[config.mk]
export PLATFORM = sky130hd
export DESIGN_NAME = counter_ctrl_flat
export DESIGN_NICKNAME = d
export VERILOG_FILES = /design/src/rtl/counter_pkg.sv /design/src/rtl/counter_ctrl_if.sv /design/src/rtl/cnt_core.sv /design/src/rtl/counter_ctrl.sv /design/src/flat_wrapper.sv
export SDC_FILE = /design/constraint.sdc
export NUM_CORES = 1
export LEC_CHECK = 0
export CORE_MARGIN = 3
export CORE_UTILIZATION = 47
export DETAILED_ROUTE_END_ITERATION = 10
export HOLD_SLACK_MARGIN = 0.08
export PLACE_DENSITY = 0.87
export SLEW_MARGIN = 0
export SYNTH_ARGS = -nofsm -noshare
export SYNTH_HDL_FRONTEND = slang
export SYNTH_HIERARCHICAL = 1
export SYNTH_SLANG_ARGS = --single-unit
[constraint.sdc]
create_clock -name clk -period 7.3 [get_ports clk]
set_input_delay 1.46 -clock clk [delete_from_list [all_inputs] [get_ports clk]]
set_output_delay 1.46 -clock clk [all_outputs]
set_load 0.02 [all_outputs]
[src/rtl/counter_pkg.sv]
// rtl/counter_pkg.sv - shared state type and width default for counter_ctrl
package counter_pkg;

  localparam int WIDTH_DEF = 32;

  typedef enum logic [1:0] {
    IDLE  = 2'd0,
    RUN   = 2'd1,
    PAUSE = 2'd2,
    DONE  = 2'd3
  } state_t;

endpackage

[src/rtl/counter_ctrl_if.sv]
// rtl/counter_ctrl_if.sv - command/status bundle between a controller host and counter_ctrl
// Commands (host -> counter): start, stop, clear, load, load_val, limit, periodic
// Status   (counter -> host): q, busy, done, cnt_en
interface counter_ctrl_if
  import counter_pkg::*;
#(
  parameter int WIDTH = WIDTH_DEF
) ();

  logic             start;
  logic             stop;
  logic             clear;
  logic             load;
  logic [WIDTH-1:0] load_val;
  logic [WIDTH-1:0] limit;
  logic             periodic;
  logic [WIDTH-1:0] q;
  logic             busy;
  logic             done;
  logic             cnt_en;

  modport master (
    output start, stop, clear, load, load_val, limit, periodic,
    input  q, busy, done, cnt_en
  );

  modport slave (
    input  start, stop, clear, load, load_val, limit, periodic,
    output q, busy, done, cnt_en
  );

endinterface

[src/rtl/cnt_core.sv]
// rtl/cnt_core.sv - count register with sync clear, sync load and wrap-around increment
// clk      : clock
// reset    : synchronous active-low reset, q returns to 0
// i_en     : increment by one this cycle
// i_clr    : force q to 0 (wins over load and increment)
// i_ld     : load q from i_ld_val (wins over increment)
// i_ld_val : preset value
// o_q      : current count
module cnt_core
  import counter_pkg::*;
#(
  parameter int WIDTH = WIDTH_DEF
) (
  input  logic             clk,
  input  logic             reset,
  input  logic             i_en,
  input  logic             i_clr,
  input  logic             i_ld,
  input  logic [WIDTH-1:0] i_ld_val,
  output logic [WIDTH-1:0] o_q
);

  localparam logic [WIDTH-1:0] ONE = {{(WIDTH-1){1'b0}}, 1'b1};

  logic [WIDTH-1:0] r_q;

  always_ff @(posedge clk) begin
    if (!reset) begin
      r_q <= '0;
    end else if (i_clr) begin
      r_q <= '0;
    end else if (i_ld) begin
      r_q <= i_ld_val;
    end else if (i_en) begin
      r_q <= r_q + ONE;
    end
  end

  assign o_q = r_q;

endmodule

[src/rtl/counter_ctrl.sv]
// rtl/counter_ctrl.sv - run/pause/done controller around a wrap-around up counter
// clk   : clock, all state updates on the rising edge
// reset : synchronous active-low reset
// bus   : counter_ctrl_if slave; commands in, q/busy/done/cnt_en out
module counter_ctrl
  import counter_pkg::*;
#(
  parameter int WIDTH = WIDTH_DEF
) (
  input  logic           clk,
  input  logic           reset,
  counter_ctrl_if.slave  bus
);

  state_t           r_state;
  state_t           w_state_nxt;
  logic             r_done;
  logic             w_clr;
  logic             w_ld;
  logic             w_en;
  logic             w_term;
  logic [WIDTH-1:0] w_q;

  cnt_core #(.WIDTH(WIDTH)) u_cnt_core (
    .clk      (clk),
    .reset    (reset),
    .i_en     (w_en),
    .i_clr    (w_clr),
    .i_ld     (w_ld),
    .i_ld_val (bus.load_val),
    .o_q      (w_q)
  );

  // limit is compared live every cycle, so a mid-run change applies immediately
  assign w_term = (r_state == RUN) && (w_q == bus.limit);

  // Command priority is clear > stop > load > start; the one exception is
  // load+start in IDLE, where both take effect.
  always_comb begin
    w_state_nxt = r_state;
    w_clr       = 1'b0;
    w_ld        = 1'b0;
    w_en        = 1'b0;
    if (bus.clear) begin
      w_clr       = 1'b1;
      w_state_nxt = IDLE;
    end else begin
      case (r_state)
        IDLE: begin
          if (!bus.stop) begin
            if (bus.load) w_ld = 1'b1;
            if (bus.start) w_state_nxt = RUN;
          end
        end
        RUN: begin
          // terminal count still fires done when stop arrives the same
          // cycle, but stop decides where the FSM goes
          if (w_term) begin
            if (bus.stop) w_state_nxt = PAUSE;
            else if (bus.periodic) w_clr = 1'b1;
            else w_state_nxt = DONE;
          end else if (bus.stop) begin
            w_state_nxt = PAUSE;
          end else begin
            w_en = 1'b1;
          end
        end
        PAUSE: begin
          if (bus.stop) w_state_nxt = IDLE;
          else if (bus.load) w_ld = 1'b1;
          else if (bus.start) w_state_nxt = RUN;
        end
        DONE: begin
          if (bus.stop) begin
            w_state_nxt = IDLE;
          end else if (bus.load) begin
            w_ld        = 1'b1;
            w_state_nxt = IDLE;
          end else if (bus.start) begin
            w_clr       = 1'b1;
            w_state_nxt = RUN;
          end
        end
        default: w_state_nxt = IDLE;
      endcase
    end
  end

  always_ff @(posedge clk) begin
    if (!reset) begin
      r_state <= IDLE;
      r_done  <= 1'b0;
    end else begin
      r_state <= w_state_nxt;
      r_done  <= w_term & ~bus.clear;
    end
  end

  assign bus.q      = w_q;
  assign bus.done   = r_done;
  assign bus.busy   = (r_state == RUN) || (r_state == PAUSE);
  assign bus.cnt_en = (r_state == RUN);

endmodule

[src/flat_wrapper.sv]
// flat-port wrapper written by rule: the top's interface ports become plain ports
module counter_ctrl_flat import counter_pkg::*;
#(
  parameter int WIDTH = WIDTH_DEF
)
  (clk, reset, bus_start, bus_stop, bus_clear, bus_load, bus_load_val, bus_limit, bus_periodic, bus_q, bus_busy, bus_done, bus_cnt_en);
  counter_ctrl_if #(.WIDTH(WIDTH)) bus_i ();
  input  logic clk;
  input  logic reset;
  input wire logic [$bits(bus_i.start)-1:0] bus_start;
  input wire logic [$bits(bus_i.stop)-1:0] bus_stop;
  input wire logic [$bits(bus_i.clear)-1:0] bus_clear;
  input wire logic [$bits(bus_i.load)-1:0] bus_load;
  input wire logic [$bits(bus_i.load_val)-1:0] bus_load_val;
  input wire logic [$bits(bus_i.limit)-1:0] bus_limit;
  input wire logic [$bits(bus_i.periodic)-1:0] bus_periodic;
  output wire logic [$bits(bus_i.q)-1:0] bus_q;
  output wire logic [$bits(bus_i.busy)-1:0] bus_busy;
  output wire logic [$bits(bus_i.done)-1:0] bus_done;
  output wire logic [$bits(bus_i.cnt_en)-1:0] bus_cnt_en;
  assign bus_i.start = bus_start;
  assign bus_i.stop = bus_stop;
  assign bus_i.clear = bus_clear;
  assign bus_i.load = bus_load;
  assign bus_i.load_val = bus_load_val;
  assign bus_i.limit = bus_limit;
  assign bus_i.periodic = bus_periodic;
  assign bus_q = bus_i.q;
  assign bus_busy = bus_i.busy;
  assign bus_done = bus_i.done;
  assign bus_cnt_en = bus_i.cnt_en;
  counter_ctrl #(.WIDTH(WIDTH)) u_core (.clk(clk), .reset(reset), .bus(bus_i));
endmodule
=== Word level (Yosys, flattened, before mapping) ===
Cells that the tools add are included.

* Bits in registers: 35

* Equality and inequality tests: 8
* Bitwise gates (word level): 3
* Reduce and logical (&&, ||, !) cells: 8
* Add/subtract/negate cells: 1
* Multiplexer cells: 29

{| class="wikitable"
|+ Operator list
! kind !! number
|-
| $mux 32 || 2
|-
| $add 32x1->32 const B || 1
|-
| $eq 32x32->1 || 1
|-
| $mux 2 || 10
|-
| $mux 1 || 15
|-
| $pmux 2 s4 || 1
|-
| $ne 3x3->1 const B || 2
|-
| $eq 2x2->1 const B || 2
|-
| $reduce_and 4->1 || 1
|-
| $reduce_or 2->1 || 2
|-
| $ne 3x2->1 const B || 1
|-
| $reduce_or 3->1 || 1
|-
| $eq 2x1->1 const B || 1
|-
| $logic_not 2->1 || 1
|-
| $ne 2x2->1 const B || 1
|-
| $not 1->1 || 2
|-
| $pmux 1 s2 || 1
|-
| $reduce_bool 2->1 || 1
|-
| $and 1x1->1 || 1
|-
| $logic_and 1x1->1 || 1
|-
| $logic_or 1x1->1 || 1
|}

=== Longest topological paths before layout ===
Gate-level depths: netlist of the first run.

* Word-level depth: 7
* Depth in mapped cells: 11

=== By module ===
The synthesis of the first run kept the hierarchy.

{| class="wikitable"
|+ By module, submodules not included
! module !! cells each !! times used !! area each (µm²) !! sequential area each (µm²)
|-
| cnt_core || 223 || 1 || 1,824.2 || 640.6
|-
| counter_ctrl || 80 || 1 || 701.9 || 60.1
|}

=== Worst setup path before layout of the first run ===
No wires, ideal clock.

* Kind: input to register
* Start point: in bus_limit[12]
* End point: reg u_core.u_cnt_core.r_q[20] (netlist: u_core/u_cnt_core/o_q[20])
* Setup slack: 4.014 ns
* Stages: 11
* Data arrival time: 3.171 ns
* Setup time: 0.115 ns
* Path through: xor2_1 > nor4_4 > nand4_2 > nor2_1 > nor3_1 > and2_1 > clkbuf_1 > nand4_1 > nor3b_1 > xor2_1 > o21a_1

* Cells in the longest elaborated chain, start to end: 6
* Elaborated cells on any way between the ends: 10

{| class="wikitable"
|+ RTL lines
! element !! RTL line !! text
|-
| start: declaration || flat_wrapper.sv:15 || <nowiki>input wire logic [$bits(bus_i.limit)-1:0] bus_limit;</nowiki>
|-
| $eq 32x32->1 || counter_ctrl.sv:35 || <nowiki>assign w_term = (r_state == RUN) && (w_q == bus.limit);</nowiki>
|-
| $logic_and 1x1->1 || counter_ctrl.sv:35 ||
|-
| $mux 1 || counter_ctrl.sv:58 || <nowiki>if (w_term) begin</nowiki>
|-
| $mux 1 || counter_ctrl.sv:48 || <nowiki>case (r_state)</nowiki>
|-
| $mux 1 || counter_ctrl.sv:44 || <nowiki>if (bus.clear) begin</nowiki>
|-
| net u_core.w_en || counter_ctrl.sv:20 || <nowiki>logic w_en;</nowiki>
|-
| $reduce_bool 2->1 (no source line) || n/a ||
|-
| end signal: assignment || cnt_core.sv:33 || <nowiki>r_q <= i_ld_val;</nowiki>
|-
| end signal: assignment || cnt_core.sv:35 || <nowiki>r_q <= r_q + ONE;</nowiki>
|-
| end: declaration || cnt_core.sv:25 || <nowiki>logic [WIDTH-1:0] r_q;</nowiki>
|}

The timed path passes the listed nets, and every way through them passes these cells.
A chain may end at the register's enable or synchronous reset.

=== Final worst setup path of the first run ===
* Start point: in bus_limit[15]
* End point: reg u_core.u_cnt_core.r_q[27] (netlist: u_core/u_cnt_core/o_q[27])

* Cells in the longest elaborated chain, start to end: 6
* Elaborated cells on any way between the ends: 10

{| class="wikitable"
|+ RTL lines
! element !! RTL line !! text
|-
| $eq 32x32->1 || counter_ctrl.sv:35 ||
|-
| $logic_and 1x1->1 || counter_ctrl.sv:35 ||
|-
| $mux 1 || counter_ctrl.sv:58 ||
|-
| $pmux 1 s2 || counter_ctrl.sv:48 ||
|-
| $mux 1 || counter_ctrl.sv:44 ||
|-
| net u_core.w_clr || counter_ctrl.sv:18 || <nowiki>logic w_clr;</nowiki>
|-
| $reduce_or 2->1 (no source line) || n/a ||
|}

The timed path passes the listed nets, and every way through them passes these cells.

==> metrics.cfg, run 1 <==
[run_status]
status = finished, final reports clean

[pwr]
netSwitchingFraction = 0.2434
power_uw = 509.6
leakagePower_uw = 0.001336
power_frac_seq = 0.396
clock_power_share = 0.418
pwr-share-comb = 0.186
p_switching_uw = 124.0
ir_worst_vdd_uv = 89.59
p_per_area_nw_per_um2 = 135.6
p_int_uw = 385.5

[worst_setup_path]
crit_chain = clkdlybuf4s50_1 > xor2_1 > nor4_1 > nand4_1 > nor2_1 > a311o_1 > nor2b_1 > nand3_1 > o22ai_1
timing.rr.start = u_core/u_cnt_core/o_q[15]$_SDFFE_PP0P_
end_kind = flip-flop
reg2reg_depth = 8
path_max_fanout = 20
cp.arrival_ps = 4610
cp.required_ps = 7510
slowest_delay_ps = 1000
r2r_slack_ps = 4030
cpMaxStageDelayCell = nor2b_1
crit_type = in -> reg
rr_endpoint = u_core/u_cnt_core/o_q[27]$_SDFFE_PP0P_
critPathLaunchType = input port

[die]
die_w_um = 79.32
coreArea_um2 = 5140
dieArea_um2 = 6291
ios = 106
initial_core_util = 0.4915
core.rowCount = 26
die_h_um = 79.32

[yosys]
synth_nets = 380
synth_cell_types = 43
ys_warn_count = 6
synth_top_area_frac = 0.2774
ys_seq_area_frac = 0.2774
ys_ff_latch = 35
synthFlopType = dfxtp_1
ys_async_sr_fraction = 0
synth_edf_count = 0
synth_top_cell_by_area = dfxtp_1
synth.top_cells.by_area = dfxtp_1 28%, xor2_1 13%, xnor2_1 9.0%
syn-instance-count = 303
avgSynthCellArea_um2 = 8.337
syn_area_um2 = 2526

[clock_network]
clockRootBuffer = clkbuf_8
post_cts_buffers = 0
clkTransAtPathRegs_ps = 70
cts_resized = 0
worst_skew_pair.late_latency_ps = 290
postCtsHoldBufs = 0
cts-buffers-inserted = 5
cts_tree = yes
clock-sinks = 35
clock_path_buffers = 2
cts_htree_levels = 2

[global_route]
antenna_found_initial = 0
first_global_vias = 2517
grt_use_total = 0.2608
grt_pass1_wl_um = 12860
grt-ovfl-total = 0
grt_max_degree = 43

[drt]
drc = 0
routed_wl_um = 8204
vias = 2729
ant_nets = 0
routedWlPerCell_um = 17.31
drt-initial-drc-count = 240
via_per_inst = 5.757
dr.pass1.iters = 5

[timing]
rsz0062_at_grt = false
layout_setup_ws_ps = 2903
skew_ps = 7.136
finalCritPeriodShare = 0.6024
max_freq_mhz = 227.4
period_minus_slack_ps = 4398
hold_viol = 0
finalMaxSlewViolations = 0
final.setup.tns_ps = 0
setup_viol = 0
tightest_slew_ps = 1299
max_slew_margin = 0.1321

[worst_hold_path]
hold_depth = 2
hp-class = reg -> reg
whs_endpoint = u_core/u_cnt_core/o_q[31]$_SDFFE_PP0P_
hp-start = u_core/u_cnt_core/o_q[31]$_SDFFE_PP0P_

[finish]
final_nets = 480
multi_input_area_um2 = 1727
num_antenna_cells = 0
fillers = 426
final_layout_size_suffix_gt1_frac = 0.06683
layout_commonest_cell = clkdlybuf4s50_1
seqCellArea_um2 = 700.7
layout_common_cells = 105 x clkdlybuf4s50_1, 37 x xor2_1, 35 x dfxtp_1
area_growth_pct = 48.79

[place]
place.gp.congestion = 0.9439
dp_hpwl_um = 6051
place_ws_ps = 2761
portBuffers = 105

[run]
max_cap_viol_count = 0

## cell usage after synthesis (2+ instances only)
master and n:
nand2b_1 2, nor4_1 3, nor3b_1 5, and3_1 3, o211ai_1 2, nand3_1 5
inv_1 11, nand4_1 14, clkbuf_1 10, o21a_1 2, nor4_4 4, nand2_1 15
buf_2 3, dfxtp_1 35, and4_1 4, nor4_2 5, mux2i_1 2, nor2b_1 3
xnor2_1 26, nor3_1 11, a21oi_1 33, ha_1 6, nor2_1 21, o21ai_0 20
o22ai_1 4, xor2_1 37
## final cells by class
type,count,share of cell area
clock buffer,5,0.01831
inverter,11,0.01099
timing repair buffer,107,0.2836
multi-input combinational,243,0.4594
sequential,35,0.1864
tap,70,0.02330
clock inverter,3,0.01798
## metal layers
| metal | vias up | track usage | routed length [um] |
|---|---|---|---|
| met4 | 0 | 0.05842 | 127 |
| met1 | 1288 | 0.3443 | 3412 |
| met3 | 15 | 0.05782 | 722 |
| met2 | 149 | 0.4343 | 3941 |
| li1 | 1277 | - | - |
| met5 | - | 0 | 0 |
## cell families (layout without fill, tap and decap cells)
logic type,count (synthesis),count (layout),share of synthesized area
flops,35,35,0.2774
simple gates,104,104,0.2719
fa+ha+maj,6,6,0.02972
compound gates,68,68,0.1530
buf+inv,25,126,0.04160
xor+xnor,63,63,0.2184
mux,2,2,0.007925
## metrics by stage
step	utilization	cells	hold slack [ps]	area [um2]
2_1_floorplan	-	303	523.2	2526
3_3_place_gp	0.7047	466	578.9	3622
3_5_place_dp	0.7047	466	591.0	3622
4_1_cts	0.7313	474	605.1	3759
5_1_grt	0.7313	474	632.6	3759
6_report	0.7313	474	622.9	3759
## flip-flops by register name (all words and copies together), names as in the netlist
| register | cells |
|---|---|
| u_core/u_cnt_core/o_q | 32 |
| u_core/r_state | 2 |
| u_core/bus.done | 1 |
## how the worst max path moves through the flow
stage	endpoint	from	cells past startpoint	slack (ps)
global route	u_core/u_cnt_core/o_q[30]$_SDFFE_PP0P_	bus_limit[15]	9	2840
floorplan	u_core/u_cnt_core/o_q[20]$_SDFFE_PP0P_	bus_limit[12]	11	4010
global placement	u_core/u_cnt_core/o_q[27]$_SDFFE_PP0P_	bus_limit[15]	9	2940
finish	u_core/u_cnt_core/o_q[27]$_SDFFE_PP0P_	bus_limit[15]	9	2900
CTS	u_core/u_cnt_core/o_q[27]$_SDFFE_PP0P_	bus_limit[15]	9	3040
detailed placement	u_core/u_cnt_core/o_q[27]$_SDFFE_PP0P_	bus_limit[15]	9	2760
## power by group through the flow
| stage | logic, uW | registers (uW) | clock network (uW) |
|---|---|---|---|
| floorplan | 33.1 | 208 | 0 |
| global placement | 91.2 | 206 | 0 |
| detailed placement | 93.2 | 206 | 0 |
| CTS | 94.2 | 202 | 216 |
| global route | 101 | 203 | 221 |
| finish | 94.6 | 202 | 213 |
## worst max-delay path, delay by kind of cell
kind            cells  cell delay (ps)
compound gates      2              610
simple gates        5             1820
xor+xnor            1              250
buf+inv             1              470
Note: power is estimated with default switching activity, not from simulation.
==> run 2, diff against run 1 <==
--- a/config.mk
+++ b/config.mk
@@ -6,10 +6,10 @@
 export NUM_CORES = 1
 export LEC_CHECK = 0
 export CORE_MARGIN = 3
-export CORE_UTILIZATION = 47
+export CORE_UTILIZATION = 43
 export DETAILED_ROUTE_END_ITERATION = 10
 export HOLD_SLACK_MARGIN = 0.08
-export PLACE_DENSITY = 0.87
+export PLACE_DENSITY = 0.81
 export SLEW_MARGIN = 0
 export SYNTH_ARGS = -nofsm -noshare
 export SYNTH_HDL_FRONTEND = slang
==> constraint.sdc (replaced) <==
create_clock -name clk -period 4.1 [get_ports clk]
set_input_delay 0.82 -clock clk [delete_from_list [all_inputs] [get_ports clk]]
set_output_delay 0.82 -clock clk [all_outputs]
set_load 0.02 [all_outputs]
==> run 2 against run 1 <==
Compared with the run above: die area rose by 8.6%; clock skew rose by 4.1 ps; non-clock buffer count did not move; largest power group is now registers; largest cell class unchanged.
==> metrics.cfg, run 2 (synthesis results as in run 1) <==
[clock_network]
worst_skew_pair.late_latency_ps = 290  ; about the same
cts_resized = 0  ; unchanged
clkTransAtPathRegs_ps = 70  ; about the same
cts-buffers-inserted = 5  ; unchanged
post_cts_buffers = 0  ; unchanged
clock-sinks = 35  ; unchanged
cts_tree = yes
postCtsHoldBufs = 0  ; unchanged
clock_path_buffers = 2  ; unchanged
clockRootBuffer = clkbuf_8
cts_htree_levels = 2  ; unchanged

[pwr]
p_switching_uw = 214.0  ; +73%
p_int_uw = 562.6  ; +46%
power_frac_seq = 0.463  ; +0.067
leakagePower_uw = 0.001313  ; -1.7%
ir_worst_vdd_uv = 129.8  ; +45%
netSwitchingFraction = 0.2756  ; +0.03222
pwr-share-comb = 0.215  ; +0.029
p_per_area_nw_per_um2 = 209.4  ; +54%
clock_power_share = 0.322  ; -0.096

[global_route]
met2_usage = 0.3958  ; -0.03851
grt_use_total = 0.2375  ; -0.02331
antenna_found_initial = 0  ; unchanged
met3_usage = 0.04989  ; -0.007932
first_global_vias = 2534  ; +0.68%
grt_max_degree = 43  ; unchanged
grt_pass1_wl_um = 12410  ; -3.5%
grt-ovfl-total = 0  ; unchanged
grt-busiest-layer = met2
met1_usage = 0.3056  ; -0.03869

[drt]
ant_nets = 0  ; unchanged
via_per_inst = 5.534  ; -3.9%
dr.pass1.iters = 4  ; -1
drt-initial-drc-count = 200  ; -17%
drc = 0  ; unchanged
routedWlPerCell_um = 16.40  ; -5.2%
routed_wl_um = 7808  ; -4.8%
vias = 2634  ; -3.5%

[finish]
final_nets = 480  ; unchanged
num_antenna_cells = 0  ; unchanged
layout_common_cells = 105 x clkdlybuf4s50_1, 37 x xor2_1, 35 x dfxtp_1
largest_reg_flops = 32  ; unchanged
final_layout_size_suffix_gt1_frac = 0.06436  ; -0.002475
layout_commonest_cell = clkdlybuf4s50_1
area_growth_pct = 46.85
fin_cells = 476  ; +0.42%
final_util = 0.6615  ; -0.06972

[die]
core.rowCount = 27  ; +3.8%
ios = 106  ; unchanged
initial_core_util = 0.4505  ; -0.04101
dieArea_um2 = 6830  ; +8.6%
coreArea_um2 = 5608  ; +9.1%
die_w_um = 82.65  ; +4.2%
die_h_um = 82.65  ; +4.2%

[place]
place.gp.congestion = 0.8322  ; -12%
dp_hpwl_um = 6026  ; -0.42%
portBuffers = 105  ; unchanged
placed_cells = 468  ; +0.43%

[worst_setup_path]
timing.rr.start = u_core/u_cnt_core/o_q[6]$_SDFFE_PP0P_
crit_type = in -> reg
critPathLaunchType = input port
crit_start = bus_limit[15]
cp.arrival_ps = 3800  ; -810 ps
cp.required_ps = 4310  ; -3200 ps
end_kind = flip-flop
r2r_slack_ps = 990  ; -3040 ps
path_max_fanout = 20  ; unchanged

[timing]
finalMaxSlewViolations = 0  ; unchanged
hold_slack_ps = 589.2  ; -33.67 ps
hold_viol = 0  ; unchanged
period_minus_slack_ps = 3589
finalCritPeriodShare = 0.8754
setup_viol = 0  ; unchanged
final.setup.tns_ps = 0  ; unchanged
max_freq_mhz = 278.6
tightest_slew_ps = 1244  ; -55.33 ps
max_slew_margin = 0.1691  ; +0.03697
rsz0062_at_grt = false
skew_ps = 11.21  ; +4.078 ps

[worst_hold_path]
hp-class = reg -> reg
hp-start = u_core/r_state[1]$_SDFFE_PP0P_

[run]
max_cap_viol_count = 0  ; unchanged

[run_status]
status = finished, final reports clean

run 2: routing by layer:
metal	routed length (um)	vias up
met5	0	-
met4	133	0
met3	696	12
met2	3737	114
met1	3241	1233
li1	-	1275
run 2: final timing paths:
check	end	depth (start not counted)
max	u_core/u_cnt_core/o_q[27]$_SDFFE_PP0P_	9
max reg2reg	u_core/u_cnt_core/o_q[27]$_SDFFE_PP0P_	8
min	u_core/r_state[1]$_SDFFE_PP0P_	2
min reg2reg	u_core/r_state[1]$_SDFFE_PP0P_	2
run 2: power by group through the flow:
stage	logic [uW]	clock network, uW	registers (uW)
6_report	167	250	359
2_1_floorplan	58.9	0	371
4_1_cts	167	252	359
3_5_place_dp	166	0	367
3_3_place_gp	163	0	367
5_1_grt	179	272	361
run 2: worst max-delay path, cell delays in order:
cell and delay, ps:
clkdlybuf4s50_1 470, xor2_1 240, nor4_1 120, nand4_1 200, nor2_1 90, a311o_1 340, nor2b_1 960, nand3_1 300
o22ai_1 250
run 2: stage by stage:
step / area, um2 / total power (uW) / setup WS, ps
2_1_floorplan: 2526 / 429.9 / 1454
3_3_place_gp: 3625 / 530.1 / 361.2
3_5_place_dp: 3625 / 532.8 / 282.8
4_1_cts: 3710 / 778.4 / 578.5
5_1_grt: 3710 / 811.6 / 394.1
6_report: 3710 / 776.7 / 510.9
run 2: cell type report:
class	count	area [um2]
clock buffer	6	72.57
clock inverter	2	12.51
fill	473	1898
inverter	11	41.29
multi-input combinational	243	1727
sequential	35	700.7
tap	72	90.09
timing repair buffer	107	1066
